### config.mk
export PLATFORM = sky130hd
export DESIGN_NAME = sram_port_arbiter_flat
export DESIGN_NICKNAME = d
export VERILOG_FILES = /design/src/rtl/sram_port_arbiter_if.sv /design/src/rtl/sram_port_arbiter.sv /design/src/flat_wrapper.sv
export SDC_FILE = /design/constraint.sdc
export NUM_CORES = 1
export LEC_CHECK = 0
export BUFFER_PORTS_ARGS = -buffer_cell sky130_fd_sc_hd__buf_2
export CAP_MARGIN = 10
export CORE_MARGIN = 3
export CORE_UTILIZATION = 52
export CTS_BUF_LIST = sky130_fd_sc_hd__clkbuf_8
export DETAILED_ROUTE_END_ITERATION = 7
export HOLD_SLACK_MARGIN = 0.05
export PLACE_DENSITY = 0.94
export SYNTH_ARGS = -nofsm -noshare
export SYNTH_HDL_FRONTEND = slang
export SYNTH_SLANG_ARGS = --single-unit
### constraint.sdc
create_clock -name clk -period 6.15 [get_ports clk]
set_input_delay 0.9225 -clock clk [delete_from_list [all_inputs] [get_ports clk]]
set_output_delay 0.9225 -clock clk [all_outputs]
set_load 0.01 [all_outputs]
### src/rtl/sram_port_arbiter_if.sv
// Bundle of the two master ports and the SRAM pin group of sram_port_arbiter.
// The slave modport is the arbiter's view; the master modport is the client/pad view.
interface sram_port_arbiter_if;
  logic        a_req;
  logic        b_req;
  logic        a_wr;
  logic        b_wr;
  logic [18:0] a_addr;
  logic [18:0] b_addr;
  logic [3:0]  a_be;
  logic [3:0]  b_be;
  logic [31:0] a_wdata;
  logic [31:0] b_wdata;
  logic [31:0] a_rdata;
  logic [31:0] b_rdata;
  logic        a_ack;
  logic        b_ack;
  logic        ram_cs_b;
  logic        ram_oe_b;
  logic        ram_we_b;
  logic [3:0]  ram_be_b;
  logic [18:0] ram_addr;
  logic [31:0] ram_dout;
  logic        ram_doe;
  logic [31:0] ram_din;

  modport slave (
    input  a_req, b_req, a_wr, b_wr, a_addr, b_addr, a_be, b_be, a_wdata, b_wdata, ram_din,
    output a_rdata, b_rdata, a_ack, b_ack,
           ram_cs_b, ram_oe_b, ram_we_b, ram_be_b, ram_addr, ram_dout, ram_doe
  );

  modport master (
    output a_req, b_req, a_wr, b_wr, a_addr, b_addr, a_be, b_be, a_wdata, b_wdata, ram_din,
    input  a_rdata, b_rdata, a_ack, b_ack,
           ram_cs_b, ram_oe_b, ram_we_b, ram_be_b, ram_addr, ram_dout, ram_doe
  );
endinterface

### src/rtl/sram_port_arbiter.sv
// Two-port arbiter/sequencer for a 512K x 32 async SRAM with programmable strobe latencies.
// Define SRAMARB_NATIVE_BE_EN to drive byte-lane enables directly instead of read-modify-write.
module sram_port_arbiter #(
  parameter int unsigned RD_LAT     = 1,
  parameter int unsigned WR_LAT     = 1,
  parameter int unsigned RMW_RD_LAT = 1
) (
  input  logic                clk,
  input  logic                rst,
  sram_port_arbiter_if.slave  bus
);

  localparam logic [2:0] RD_LAT_C     = 3'(RD_LAT);
  localparam logic [2:0] WR_LAT_C     = 3'(WR_LAT);
  localparam logic [2:0] RMW_RD_LAT_C = 3'(RMW_RD_LAT);

  typedef enum logic [2:0] {
    ST_IDLE   = 3'd0,
    ST_READ   = 3'd1,
    ST_RMW_RD = 3'd2,
    ST_WRITE  = 3'd3,
    ST_DONE   = 3'd4
  } state_t;

  function automatic logic [31:0] merge_lanes(input logic [31:0] wdata,
                                              input logic [31:0] rdata,
                                              input logic [3:0]  be);
    logic [31:0] res;
    res = rdata;
    for (int i = 0; i < 4; i++) begin
      if (be[i]) begin
        res[8*i +: 8] = wdata[8*i +: 8];
      end else begin
        res[8*i +: 8] = rdata[8*i +: 8];
      end
    end
    return res;
  endfunction

  state_t      state_q, state_d;
  logic [2:0]  lcount_q, lcount_d;
  logic        last_q, last_d;   // 1 = port B was granted last
  logic        gnt_q, gnt_d;     // 1 = port B owns the current access
  logic [3:0]  be_q, be_d;
  logic [31:0] wdata_q, wdata_d;
  logic [31:0] a_rdata_q, a_rdata_d;
  logic [31:0] b_rdata_q, b_rdata_d;
  logic        a_ack_q, a_ack_d;
  logic        b_ack_q, b_ack_d;
  logic        cs_b_q, cs_b_d;
  logic        oe_b_q, oe_b_d;
  logic        we_b_q, we_b_d;
  logic [3:0]  be_b_q, be_b_d;
  logic [18:0] addr_q, addr_d;
  logic [31:0] dout_q, dout_d;
  logic        doe_q, doe_d;

  logic        sel_s;
  logic        req_wr_s;
  logic [18:0] req_addr_s;
  logic [3:0]  req_be_s;
  logic [31:0] req_wdata_s;

  assign sel_s       = (bus.a_req && bus.b_req) ? ~last_q : bus.b_req;
  assign req_wr_s    = sel_s ? bus.b_wr    : bus.a_wr;
  assign req_addr_s  = sel_s ? bus.b_addr  : bus.a_addr;
  assign req_be_s    = sel_s ? bus.b_be    : bus.a_be;
  assign req_wdata_s = sel_s ? bus.b_wdata : bus.a_wdata;

  always_ff @(posedge clk or posedge rst) begin
    if (rst) begin
      state_q   <= ST_IDLE;
      lcount_q  <= 3'd0;
      last_q    <= 1'b1;
      gnt_q     <= 1'b0;
      be_q      <= 4'd0;
      wdata_q   <= 32'd0;
      a_rdata_q <= 32'd0;
      b_rdata_q <= 32'd0;
      a_ack_q   <= 1'b0;
      b_ack_q   <= 1'b0;
      cs_b_q    <= 1'b1;
      oe_b_q    <= 1'b1;
      we_b_q    <= 1'b1;
      be_b_q    <= 4'b1111;
      addr_q    <= 19'd0;
      dout_q    <= 32'd0;
      doe_q     <= 1'b0;
    end else begin
      state_q   <= state_d;
      lcount_q  <= lcount_d;
      last_q    <= last_d;
      gnt_q     <= gnt_d;
      be_q      <= be_d;
      wdata_q   <= wdata_d;
      a_rdata_q <= a_rdata_d;
      b_rdata_q <= b_rdata_d;
      a_ack_q   <= a_ack_d;
      b_ack_q   <= b_ack_d;
      cs_b_q    <= cs_b_d;
      oe_b_q    <= oe_b_d;
      we_b_q    <= we_b_d;
      be_b_q    <= be_b_d;
      addr_q    <= addr_d;
      dout_q    <= dout_d;
      doe_q     <= doe_d;
    end
  end

  always_comb begin
    state_d   = state_q;
    lcount_d  = lcount_q;
    last_d    = last_q;
    gnt_d     = gnt_q;
    be_d      = be_q;
    wdata_d   = wdata_q;
    a_rdata_d = a_rdata_q;
    b_rdata_d = b_rdata_q;
    a_ack_d   = 1'b0;
    b_ack_d   = 1'b0;
    cs_b_d    = cs_b_q;
    oe_b_d    = oe_b_q;
    we_b_d    = we_b_q;
    be_b_d    = be_b_q;
    addr_d    = addr_q;
    dout_d    = dout_q;
    doe_d     = doe_q;

    case (state_q)
      ST_IDLE: begin
        if (bus.a_req || bus.b_req) begin
          gnt_d   = sel_s;
          last_d  = sel_s;
          be_d    = req_be_s;
          wdata_d = req_wdata_s;
          addr_d  = req_addr_s;
          cs_b_d  = 1'b0;
          be_b_d  = 4'b0000;
          if (!req_wr_s) begin
            oe_b_d   = 1'b0;
            lcount_d = RD_LAT_C;
            state_d  = ST_READ;
          end else if (req_be_s == 4'b1111) begin
            we_b_d   = 1'b0;
            doe_d    = 1'b1;
            dout_d   = req_wdata_s;
            lcount_d = WR_LAT_C;
            state_d  = ST_WRITE;
          end else begin
`ifdef SRAMARB_NATIVE_BE_EN
            we_b_d   = 1'b0;
            doe_d    = 1'b1;
            dout_d   = req_wdata_s;
            be_b_d   = ~req_be_s;
            lcount_d = WR_LAT_C;
            state_d  = ST_WRITE;
`else
            oe_b_d   = 1'b0;
            lcount_d = RMW_RD_LAT_C;
            state_d  = ST_RMW_RD;
`endif
          end
        end else begin
          state_d = ST_IDLE;
        end
      end

      ST_READ: begin
        if (lcount_q != 3'd0) begin
          lcount_d = lcount_q - 3'd1;
        end else begin
          if (gnt_q) begin
            b_rdata_d = bus.ram_din;
            b_ack_d   = 1'b1;
          end else begin
            a_rdata_d = bus.ram_din;
            a_ack_d   = 1'b1;
          end
          cs_b_d  = 1'b1;
          oe_b_d  = 1'b1;
          be_b_d  = 4'b1111;
          state_d = ST_DONE;
        end
      end

      // Old word is sampled on the last read cycle and merged into the write data.
      ST_RMW_RD: begin
        if (lcount_q != 3'd0) begin
          lcount_d = lcount_q - 3'd1;
        end else begin
          oe_b_d   = 1'b1;
          we_b_d   = 1'b0;
          doe_d    = 1'b1;
          dout_d   = merge_lanes(wdata_q, bus.ram_din, be_q);
          lcount_d = WR_LAT_C;
          state_d  = ST_WRITE;
        end
      end

      ST_WRITE: begin
        if (lcount_q != 3'd0) begin
          lcount_d = lcount_q - 3'd1;
        end else begin
          if (gnt_q) begin
            b_ack_d = 1'b1;
          end else begin
            a_ack_d = 1'b1;
          end
          cs_b_d  = 1'b1;
          oe_b_d  = 1'b1;
          we_b_d  = 1'b1;
          be_b_d  = 4'b1111;
          doe_d   = 1'b0;
          state_d = ST_DONE;
        end
      end

      ST_DONE: begin
        state_d = ST_IDLE;
      end

      default: begin
        state_d = ST_IDLE;
        cs_b_d  = 1'b1;
        oe_b_d  = 1'b1;
        we_b_d  = 1'b1;
        be_b_d  = 4'b1111;
        doe_d   = 1'b0;
      end
    endcase
  end

  assign bus.a_rdata  = a_rdata_q;
  assign bus.b_rdata  = b_rdata_q;
  assign bus.a_ack    = a_ack_q;
  assign bus.b_ack    = b_ack_q;
  assign bus.ram_cs_b = cs_b_q;
  assign bus.ram_oe_b = oe_b_q;
  assign bus.ram_we_b = we_b_q;
  assign bus.ram_be_b = be_b_q;
  assign bus.ram_addr = addr_q;
  assign bus.ram_dout = dout_q;
  assign bus.ram_doe  = doe_q;

endmodule
### src/flat_wrapper.sv
// flat-port wrapper written by rule: the top's interface ports become plain ports
module sram_port_arbiter_flat 
#(
  parameter int unsigned RD_LAT     = 1,
  parameter int unsigned WR_LAT     = 1,
  parameter int unsigned RMW_RD_LAT = 1
)
  (clk, rst, bus_a_req, bus_b_req, bus_a_wr, bus_b_wr, bus_a_addr, bus_b_addr, bus_a_be, bus_b_be, bus_a_wdata, bus_b_wdata, bus_ram_din, bus_a_rdata, bus_b_rdata, bus_a_ack, bus_b_ack, bus_ram_cs_b, bus_ram_oe_b, bus_ram_we_b, bus_ram_be_b, bus_ram_addr, bus_ram_dout, bus_ram_doe);
  sram_port_arbiter_if bus_i ();
  input  logic clk;
  input  logic rst;
  input wire logic [$bits(bus_i.a_req)-1:0] bus_a_req;
  input wire logic [$bits(bus_i.b_req)-1:0] bus_b_req;
  input wire logic [$bits(bus_i.a_wr)-1:0] bus_a_wr;
  input wire logic [$bits(bus_i.b_wr)-1:0] bus_b_wr;
  input wire logic [$bits(bus_i.a_addr)-1:0] bus_a_addr;
  input wire logic [$bits(bus_i.b_addr)-1:0] bus_b_addr;
  input wire logic [$bits(bus_i.a_be)-1:0] bus_a_be;
  input wire logic [$bits(bus_i.b_be)-1:0] bus_b_be;
  input wire logic [$bits(bus_i.a_wdata)-1:0] bus_a_wdata;
  input wire logic [$bits(bus_i.b_wdata)-1:0] bus_b_wdata;
  input wire logic [$bits(bus_i.ram_din)-1:0] bus_ram_din;
  output wire logic [$bits(bus_i.a_rdata)-1:0] bus_a_rdata;
  output wire logic [$bits(bus_i.b_rdata)-1:0] bus_b_rdata;
  output wire logic [$bits(bus_i.a_ack)-1:0] bus_a_ack;
  output wire logic [$bits(bus_i.b_ack)-1:0] bus_b_ack;
  output wire logic [$bits(bus_i.ram_cs_b)-1:0] bus_ram_cs_b;
  output wire logic [$bits(bus_i.ram_oe_b)-1:0] bus_ram_oe_b;
  output wire logic [$bits(bus_i.ram_we_b)-1:0] bus_ram_we_b;
  output wire logic [$bits(bus_i.ram_be_b)-1:0] bus_ram_be_b;
  output wire logic [$bits(bus_i.ram_addr)-1:0] bus_ram_addr;
  output wire logic [$bits(bus_i.ram_dout)-1:0] bus_ram_dout;
  output wire logic [$bits(bus_i.ram_doe)-1:0] bus_ram_doe;
  assign bus_i.a_req = bus_a_req;
  assign bus_i.b_req = bus_b_req;
  assign bus_i.a_wr = bus_a_wr;
  assign bus_i.b_wr = bus_b_wr;
  assign bus_i.a_addr = bus_a_addr;
  assign bus_i.b_addr = bus_b_addr;
  assign bus_i.a_be = bus_a_be;
  assign bus_i.b_be = bus_b_be;
  assign bus_i.a_wdata = bus_a_wdata;
  assign bus_i.b_wdata = bus_b_wdata;
  assign bus_i.ram_din = bus_ram_din;
  assign bus_a_rdata = bus_i.a_rdata;
  assign bus_b_rdata = bus_i.b_rdata;
  assign bus_a_ack = bus_i.a_ack;
  assign bus_b_ack = bus_i.b_ack;
  assign bus_ram_cs_b = bus_i.ram_cs_b;
  assign bus_ram_oe_b = bus_i.ram_oe_b;
  assign bus_ram_we_b = bus_i.ram_we_b;
  assign bus_ram_be_b = bus_i.ram_be_b;
  assign bus_ram_addr = bus_i.ram_addr;
  assign bus_ram_dout = bus_i.ram_dout;
  assign bus_ram_doe = bus_i.ram_doe;
  sram_port_arbiter #(.RD_LAT(RD_LAT), .WR_LAT(WR_LAT), .RMW_RD_LAT(RMW_RD_LAT)) u_core (.clk(clk), .rst(rst), .bus(bus_i));
endmodule
==> flow_summary.ini, run 1 <==
[flow_run]
cap_viol_max_count = 0

[setup_path]
number_of_cell_instances_on_the_worst_register_to_register_path = 6
regToRegSetupSlack_ns = 2.97
critical_path.reg2reg.endpoint = u_core.bus.ram_dout[29]$_DFFE_PP0P_
critPathCaptureType = flip-flop
critical_path.max_fanout = 37
delay_of_the_slowest_critical_path_stage_ns = 0.68
path_delay_family = buffers and inverters
critical_path.most_common_cell = sky130_fd_sc_hd__buf_4
timing.critical_path.buf_inv = 3
regToRegStartpoint = u_core.last_q$_DFFE_PP1P_
worstSetupPathType = in2reg
path_cells = buf_2 -> a21boi_4 -> buf_4 -> mux2i_1 -> o211a_2 -> buf_4 -> mux2_1
crit_path_start_kind = primary input
crit_path_arrival_time_ns = 3.75
critical_path_required_ns = 6.48
critPathSlowestCell = sky130_fd_sc_hd__o211a_2

[die]
fp.dieArea_mm2 = 0.0161
design.core.area_mm2 = 0.0141
die_width_um = 127
rows = 43
floorplan.die.height_um = 127
start_util_pct = 53.9
num_io_pins = 273

[sta]
final_min_period_over_clock_period_pct = 55.7
report.final.slew_viol_count = 0
relSlewSlack_pct = 27.0
setup_viol_count_final = 0
timing.setup.tns_ns = 0
timing_hold_violations_final = 0
unrepaired_setup_endpoints_after_global_routing = no
max_freq_ghz = 0.292
fin_worst_skew_ns = 0.0152
tightestPinTransition_ns = 1.09
final_period_minus_worst_setup_slack_ns = 3.43

[hold_path]
worst_hold_path_type = reg2reg
whs_endpoint = u_core.bus.ram_we_b$_DFFE_PP1P_
min-delay-start = u_core.bus.ram_we_b$_DFFE_PP1P_
min_delay_path_depth = 2

[global_route]
largest_net_degree_at_the_start_of_global_routing = 114
grt_first_pass_wirelength_mm = 31.0
antenna_found_initial = 0
total_global_route_track_usage_pct = 24.6
first_global_vias = 5947
grt.overflow.total = 0

[power]
total_leakage_power_nw = 4.53
power_density_mw_per_mm2 = 534
worst_ir_drop_vdd_uv = 279

[routing]
wl_per_cell_um = 18.1
route.vias.total = 5915
count_of_routing_violations_after_the_opening_detailed_route_iteration = 306
drtPass1Iterations = 4
detail_route.vias_per_cell = 5.49
routed_wl_mm = 19.5
post-route-drc-count = 0
antenna_left = 0

[clock_network]
htreeDepth = 4
clk_latency_ns = 0.46
cts-hold-fix-buffers = 0
clk_transition_reported_paths_ns = 0.08
cts_buffer_depth = 2
clockRootBuffer = sky130_fd_sc_hd__clkbuf_8
cts_repair_resize_count = 0
post_cts_buffers = 0
cts-buffers-inserted = 17
tritoncts_num_sinks = 165
cts_tree = done

[layout]
final_net_count = 1035
diodes = 0
multiInputGateArea_mm2 = 0.00320
post-route-util_pct = 67.3
fillCellCount = 1056
drive_gt1_share_pct = 46.5
layout.cells.most_common_list = sky130_fd_sc_hd__buf_2, sky130_fd_sc_hd__dfrtp_1, sky130_fd_sc_hd__a21oi_1
area_growth_pct = 24.9
combined_flip_flop_and_latch_cell_area_mm2 = 0.00413
layout.cells.most_common = sky130_fd_sc_hd__buf_2

[yosys]
synth.net_count = 780
synth.top_cell.area_share_pct = 53.0
async_sr_flop_fraction_pct = 100
synth_cell_types = 39
post_synth_edffs = 0
synth_warn = 0
yosys_register_bits = 165
post_synth.cell_area_avg_um2 = 12.1
syn-cell-area_mm2 = 0.00759
postSynthCellCount = 630
most_area_consuming_cells_after_synthesis = sky130_fd_sc_hd__dfrtp_1, sky130_fd_sc_hd__mux2_2, sky130_fd_sc_hd__mux2i_1
netlist.top_cell.by_area = sky130_fd_sc_hd__dfrtp_1
synth_seq_area_share_pct = 54.4
synthFlopType = sky130_fd_sc_hd__dfrtp_1

[place]
buffer_ports.inserted = 272
finalWeightedCongestion = 0.810
hpwlAfterDp_mm = 14.2

[run_status]
outcome = complete, no violations
-- worst max path at each step --
stage	from	to	slack, ns	cells after the start
finish	bus_a_req	u_core.bus.ram_dout[29]$_DFFE_PP0P_	2.72	7
global route	bus_a_req	u_core.bus.ram_dout[27]$_DFFE_PP0P_	2.62	7
CTS	bus_a_req	u_core.bus.ram_dout[29]$_DFFE_PP0P_	2.70	7
detailed placement	bus_a_req	u_core.bus.ram_dout[29]$_DFFE_PP0P_	2.21	7
global placement	bus_a_req	u_core.bus.ram_dout[29]$_DFFE_PP0P_	2.33	7
floorplan	rst	u_core.be_q[0]$_DFFE_PP0P_	0.77	1
-- power breakdown --
| group | internal (mW) | total (mW) | switching [mW] | leakage (nW) |
|---|---|---|---|---|
| combinational | 1.06 | 2.18 | 1.12 | 2.38 |
| clock | 0.459 | 0.853 | 0.394 | 0.227 |
| sequential | 1.64 | 2.04 | 0.393 | 1.92 |
-- tightest hold or removal path, stage by stage, from the launching register on --
cell	delay, ns
sky130_fd_sc_hd__dfstp_2	0.38
sky130_fd_sc_hd__inv_1	0.05
sky130_fd_sc_hd__a21oi_1	0.05
-- kinds of logic after synthesis --
| logic type | synth area share, % |
|---|---|
| AOI/OAI and AO/OA | 11.0 |
| and+or+nand+nor | 7.35 |
| adders and majority gates | 0.329 |
| DFF | 54.4 |
| buffers and inverters | 3.74 |
| muxes | 23.2 |
-- routing by layer --
metal	wire length (um)	global-route usage (%)	vias to the layer above	share of wire [%]
met5	0	0	-	0
met4	413	8.45	0	2.1
met3	1210	5.60	34	6.2
met2	10100	43.4	232	52
met1	7800	29.8	2890	40
li1	-	-	2759	-
-- final cells by class --
type	count	area share, %
Clock buffer	22	3.19
Clock inverter	10	1.53
Inverter	6	0.290
Multi-Input combinational cell	413	33.7
Sequential cell	165	43.6
Tap cell	180	2.37
Timing Repair Buffer	282	15.3
-- per-stage QoR --
step / area (um^2) / power [mW] / hold slack (ns) / setup slack [ns] / cells
5_1_grt: 9490 / 5.41 / 0.505 / 2.62 / 1078
4_1_cts: 9450 / 5.08 / 0.476 / 2.70 / 1076
2_1_floorplan: 7590 / 3.46 / 0.450 / 0.772 / 630
6_report: 9490 / 5.06 / 0.473 / 2.72 / 1078
3_5_place_dp: 9010 / 4.21 / 0.461 / 2.21 / 1044
3_3_place_gp: 9010 / 4.07 / 0.448 / 2.33 / 1044
-- sequential cells by signal, summed over array words and instances, names as in the netlist --
register and flops:
u_core.be_q 4, u_core.bus.a_ack 1, u_core.bus.a_rdata 32, u_core.bus.b_ack 1
u_core.bus.b_rdata 32, u_core.bus.ram_addr 19, u_core.bus.ram_be_b 1, u_core.bus.ram_doe 1
u_core.bus.ram_dout 32, u_core.bus.ram_oe_b 1, u_core.bus.ram_we_b 1, u_core.gnt_q 1
u_core.last_q 1, u_core.lcount_q 3, u_core.state_q 3, u_core.wdata_q 32
-- cells in the mapped netlist, types with 2 or more instances --
master                     number
sky130_fd_sc_hd__dfrtp_1      161
sky130_fd_sc_hd__mux2_2        64
sky130_fd_sc_hd__a21o_1         2
sky130_fd_sc_hd__mux2_4        29
sky130_fd_sc_hd__buf_4          5
sky130_fd_sc_hd__nor3_1         2
sky130_fd_sc_hd__mux2i_1       56
sky130_fd_sc_hd__inv_1          6
sky130_fd_sc_hd__dfstp_2        4
sky130_fd_sc_hd__a211oi_1      32
sky130_fd_sc_hd__mux2_1         4
sky130_fd_sc_hd__nand2_1        7
sky130_fd_sc_hd__buf_2         15
sky130_fd_sc_hd__ha_1           2
sky130_fd_sc_hd__nand2b_1       2
sky130_fd_sc_hd__nor2b_1       33
sky130_fd_sc_hd__nand4_1        4
sky130_fd_sc_hd__o21ai_0        7
sky130_fd_sc_hd__a21oi_1       94
sky130_fd_sc_hd__clkbuf_1      22
sky130_fd_sc_hd__nor2_1        60
sky130_fd_sc_hd__buf_12         2
(Power assumes the default switching activity.)
==> run 2, diff against run 1 <==
- clock period: 6.15 -> 3.3 ns (I/O delays scaled with it)
==> flow_summary.ini, run 2 (synthesis results as in run 1) <==
[run_status]
outcome = complete, no violations

[global_route]
largest_net_degree_at_the_start_of_global_routing = 166
antenna_found_initial = 0
total_global_route_track_usage_pct = 24.5
first_global_vias = 5999
grt_first_pass_wirelength_mm = 30.9
grt.overflow.total = 0

[die]
die_width_um = 127
fp.dieArea_mm2 = 0.0161
start_util_pct = 53.9
num_io_pins = 273
rows = 43
design.core.area_mm2 = 0.0141
floorplan.die.height_um = 127

[place]
placed_standard_cell_area_mm2 = 0.00904
buffer_ports.inserted = 272
place_worst_setup_slack_ns = 0.718
finalWeightedCongestion = 0.811
hpwlAfterDp_mm = 14.2

[hold_path]
min_delay_path_depth = 2
whs_endpoint = u_core.last_q$_DFFE_PP1P_
min-delay-start = bus_a_req
worst_hold_path_type = in2reg

[routing]
post-route-drc-count = 0
wl_per_cell_um = 18.1
detail_route.vias_per_cell = 5.54
routed_wl_mm = 19.5
antenna_left = 0
count_of_routing_violations_after_the_opening_detailed_route_iteration = 430
drtPass1Iterations = 4
route.vias.total = 5969

[sta]
max_freq_ghz = 0.383
setup_viol_count_final = 0
unrepaired_setup_endpoints_after_global_routing = no
timing_hold_violations_final = 0
tightestPinTransition_ns = 0.871
report.final.slew_viol_count = 0
final_period_minus_worst_setup_slack_ns = 2.61
relSlewSlack_pct = 41.9
fin_worst_skew_ns = 0.0114
timing.setup.tns_ns = 0
worst_slack_ns = 0.686
timing.hold.ws_ns = 0.252
final_min_period_over_clock_period_pct = 79.2

[layout]
finalInstanceArea_mm2 = 0.00948
layout.cells.most_common = sky130_fd_sc_hd__buf_2
fillCellCount = 1015
final_net_count = 1035
drive_gt1_share_pct = 46.5
layout.cells.most_common_list = sky130_fd_sc_hd__buf_2, sky130_fd_sc_hd__dfrtp_1, sky130_fd_sc_hd__a21oi_1
area_growth_pct = 24.8

[clock_network]
htreeDepth = 4
clk_transition_reported_paths_ns = 0.08
clockRootBuffer = sky130_fd_sc_hd__clkbuf_8
cts_tree = done
cts-buffers-inserted = 17
tritoncts_num_sinks = 165
cts-hold-fix-buffers = 0
post_cts_buffers = 0
cts_buffer_depth = 2
cts_repair_resize_count = 0
clk_latency_ns = 0.45

[power]
p_clk_share_pct = 16.8
power_density_mw_per_mm2 = 989
sequentialPowerShare_pct = 40.3
total_leakage_power_nw = 4.52
switching_power_share_of_the_total_pct = 37.6
comb_power_share_pct = 42.9
p_sw_mw = 3.52
worst_ir_drop_vdd_uv = 496
internal_power_mw = 5.85

[setup_path]
crit_path_arrival_time_ns = 2.94
critical_path.max_fanout = 38
worstSetupPathType = reg2reg
critical_path.reg2reg.endpoint = u_core.bus.ram_dout[30]$_DFFE_PP0P_
critical_path_required_ns = 3.63
critPathCaptureType = flip-flop
number_of_cell_instances_on_the_worst_register_to_register_path = 6
crit_path_start_kind = flip-flop
regToRegSetupSlack_ns = 0.69
regToRegStartpoint = u_core.state_q[1]$_DFFE_PP0P_

[flow_run]
cap_viol_max_count = 0
## run 2: worst max path at each step
stage / endpoint / slack (ns) / from / depth (start not counted)
2_1_floorplan: u_core.be_q[0]$_DFFE_PP0P_ / 0.71 / rst / 1
3_5_place_dp: u_core.bus.ram_dout[30]$_DFFE_PP0P_ / 0.72 / u_core.state_q[1]$_DFFE_PP0P_ / 6
6_report: u_core.bus.ram_dout[30]$_DFFE_PP0P_ / 0.69 / u_core.state_q[1]$_DFFE_PP0P_ / 6
3_3_place_gp: u_core.bus.ram_dout[28]$_DFFE_PP0P_ / 0.84 / u_core.state_q[1]$_DFFE_PP0P_ / 6
4_1_cts: u_core.bus.ram_dout[30]$_DFFE_PP0P_ / 0.70 / u_core.state_q[1]$_DFFE_PP0P_ / 6
5_1_grt: u_core.bus.ram_dout[30]$_DFFE_PP0P_ / 0.55 / u_core.state_q[1]$_DFFE_PP0P_ / 6
## run 2: critical path, cell delays in order, from the launching register on
cell	delay, ns
sky130_fd_sc_hd__dfrtp_1	0.54
sky130_fd_sc_hd__nor3_2	0.36
sky130_fd_sc_hd__and2_4	0.45
sky130_fd_sc_hd__a22o_1	0.25
sky130_fd_sc_hd__o211a_2	0.19
sky130_fd_sc_hd__buf_4	0.32
sky130_fd_sc_hd__mux2_1	0.37
## run 2: area by class of cell
| cell class | instances | area (um^2) | area share, % |
|---|---|---|---|
| inverter | 6 | 26.3 | 0.277 |
| sequential | 165 | 4130 | 43.6 |
| multi-input combinational | 413 | 3200 | 33.7 |
| clock buffer | 18 | 248 | 2.61 |
| timing repair buffer | 282 | 1460 | 15.4 |
| tap | 180 | 225 | 2.38 |
| clock inverter | 13 | 181 | 1.91 |
| antenna | 1 | 2.50 | 0.0264 |
## run 2: metal layers
layer / vias up / wire length [um] / track usage [%] / share of wire [%]
met5: - / 0 / 0 / 0
met3: 39 / 1450 / 5.89 / 7.4
met2: 247 / 10000 / 43.3 / 51
met1: 2933 / 7570 / 28.7 / 39
li1: 2750 / - / - / -
met4: 0 / 498 / 9.65 / 2.6
## run 2: power by group through the flow
stage	sequential [mW]	combinational, mW	clock [mW]
6_report	3.78	4.02	1.57
5_1_grt	3.91	4.42	1.70
4_1_cts	3.78	4.07	1.60
3_5_place_dp	3.79	4.06	0
3_3_place_gp	3.72	3.88	0
2_1_floorplan	3.96	2.48	0
## run 2: metrics by stage
stage | utilization [%] | power, mW | instances
floorplan | - | 6.44 | 630
global placement | 64.2 | 7.60 | 1046
detailed placement | 64.2 | 7.85 | 1046
CTS | 67.2 | 9.45 | 1077
global route | 67.2 | 10.0 | 1077
finish | 67.2 | 9.37 | 1078
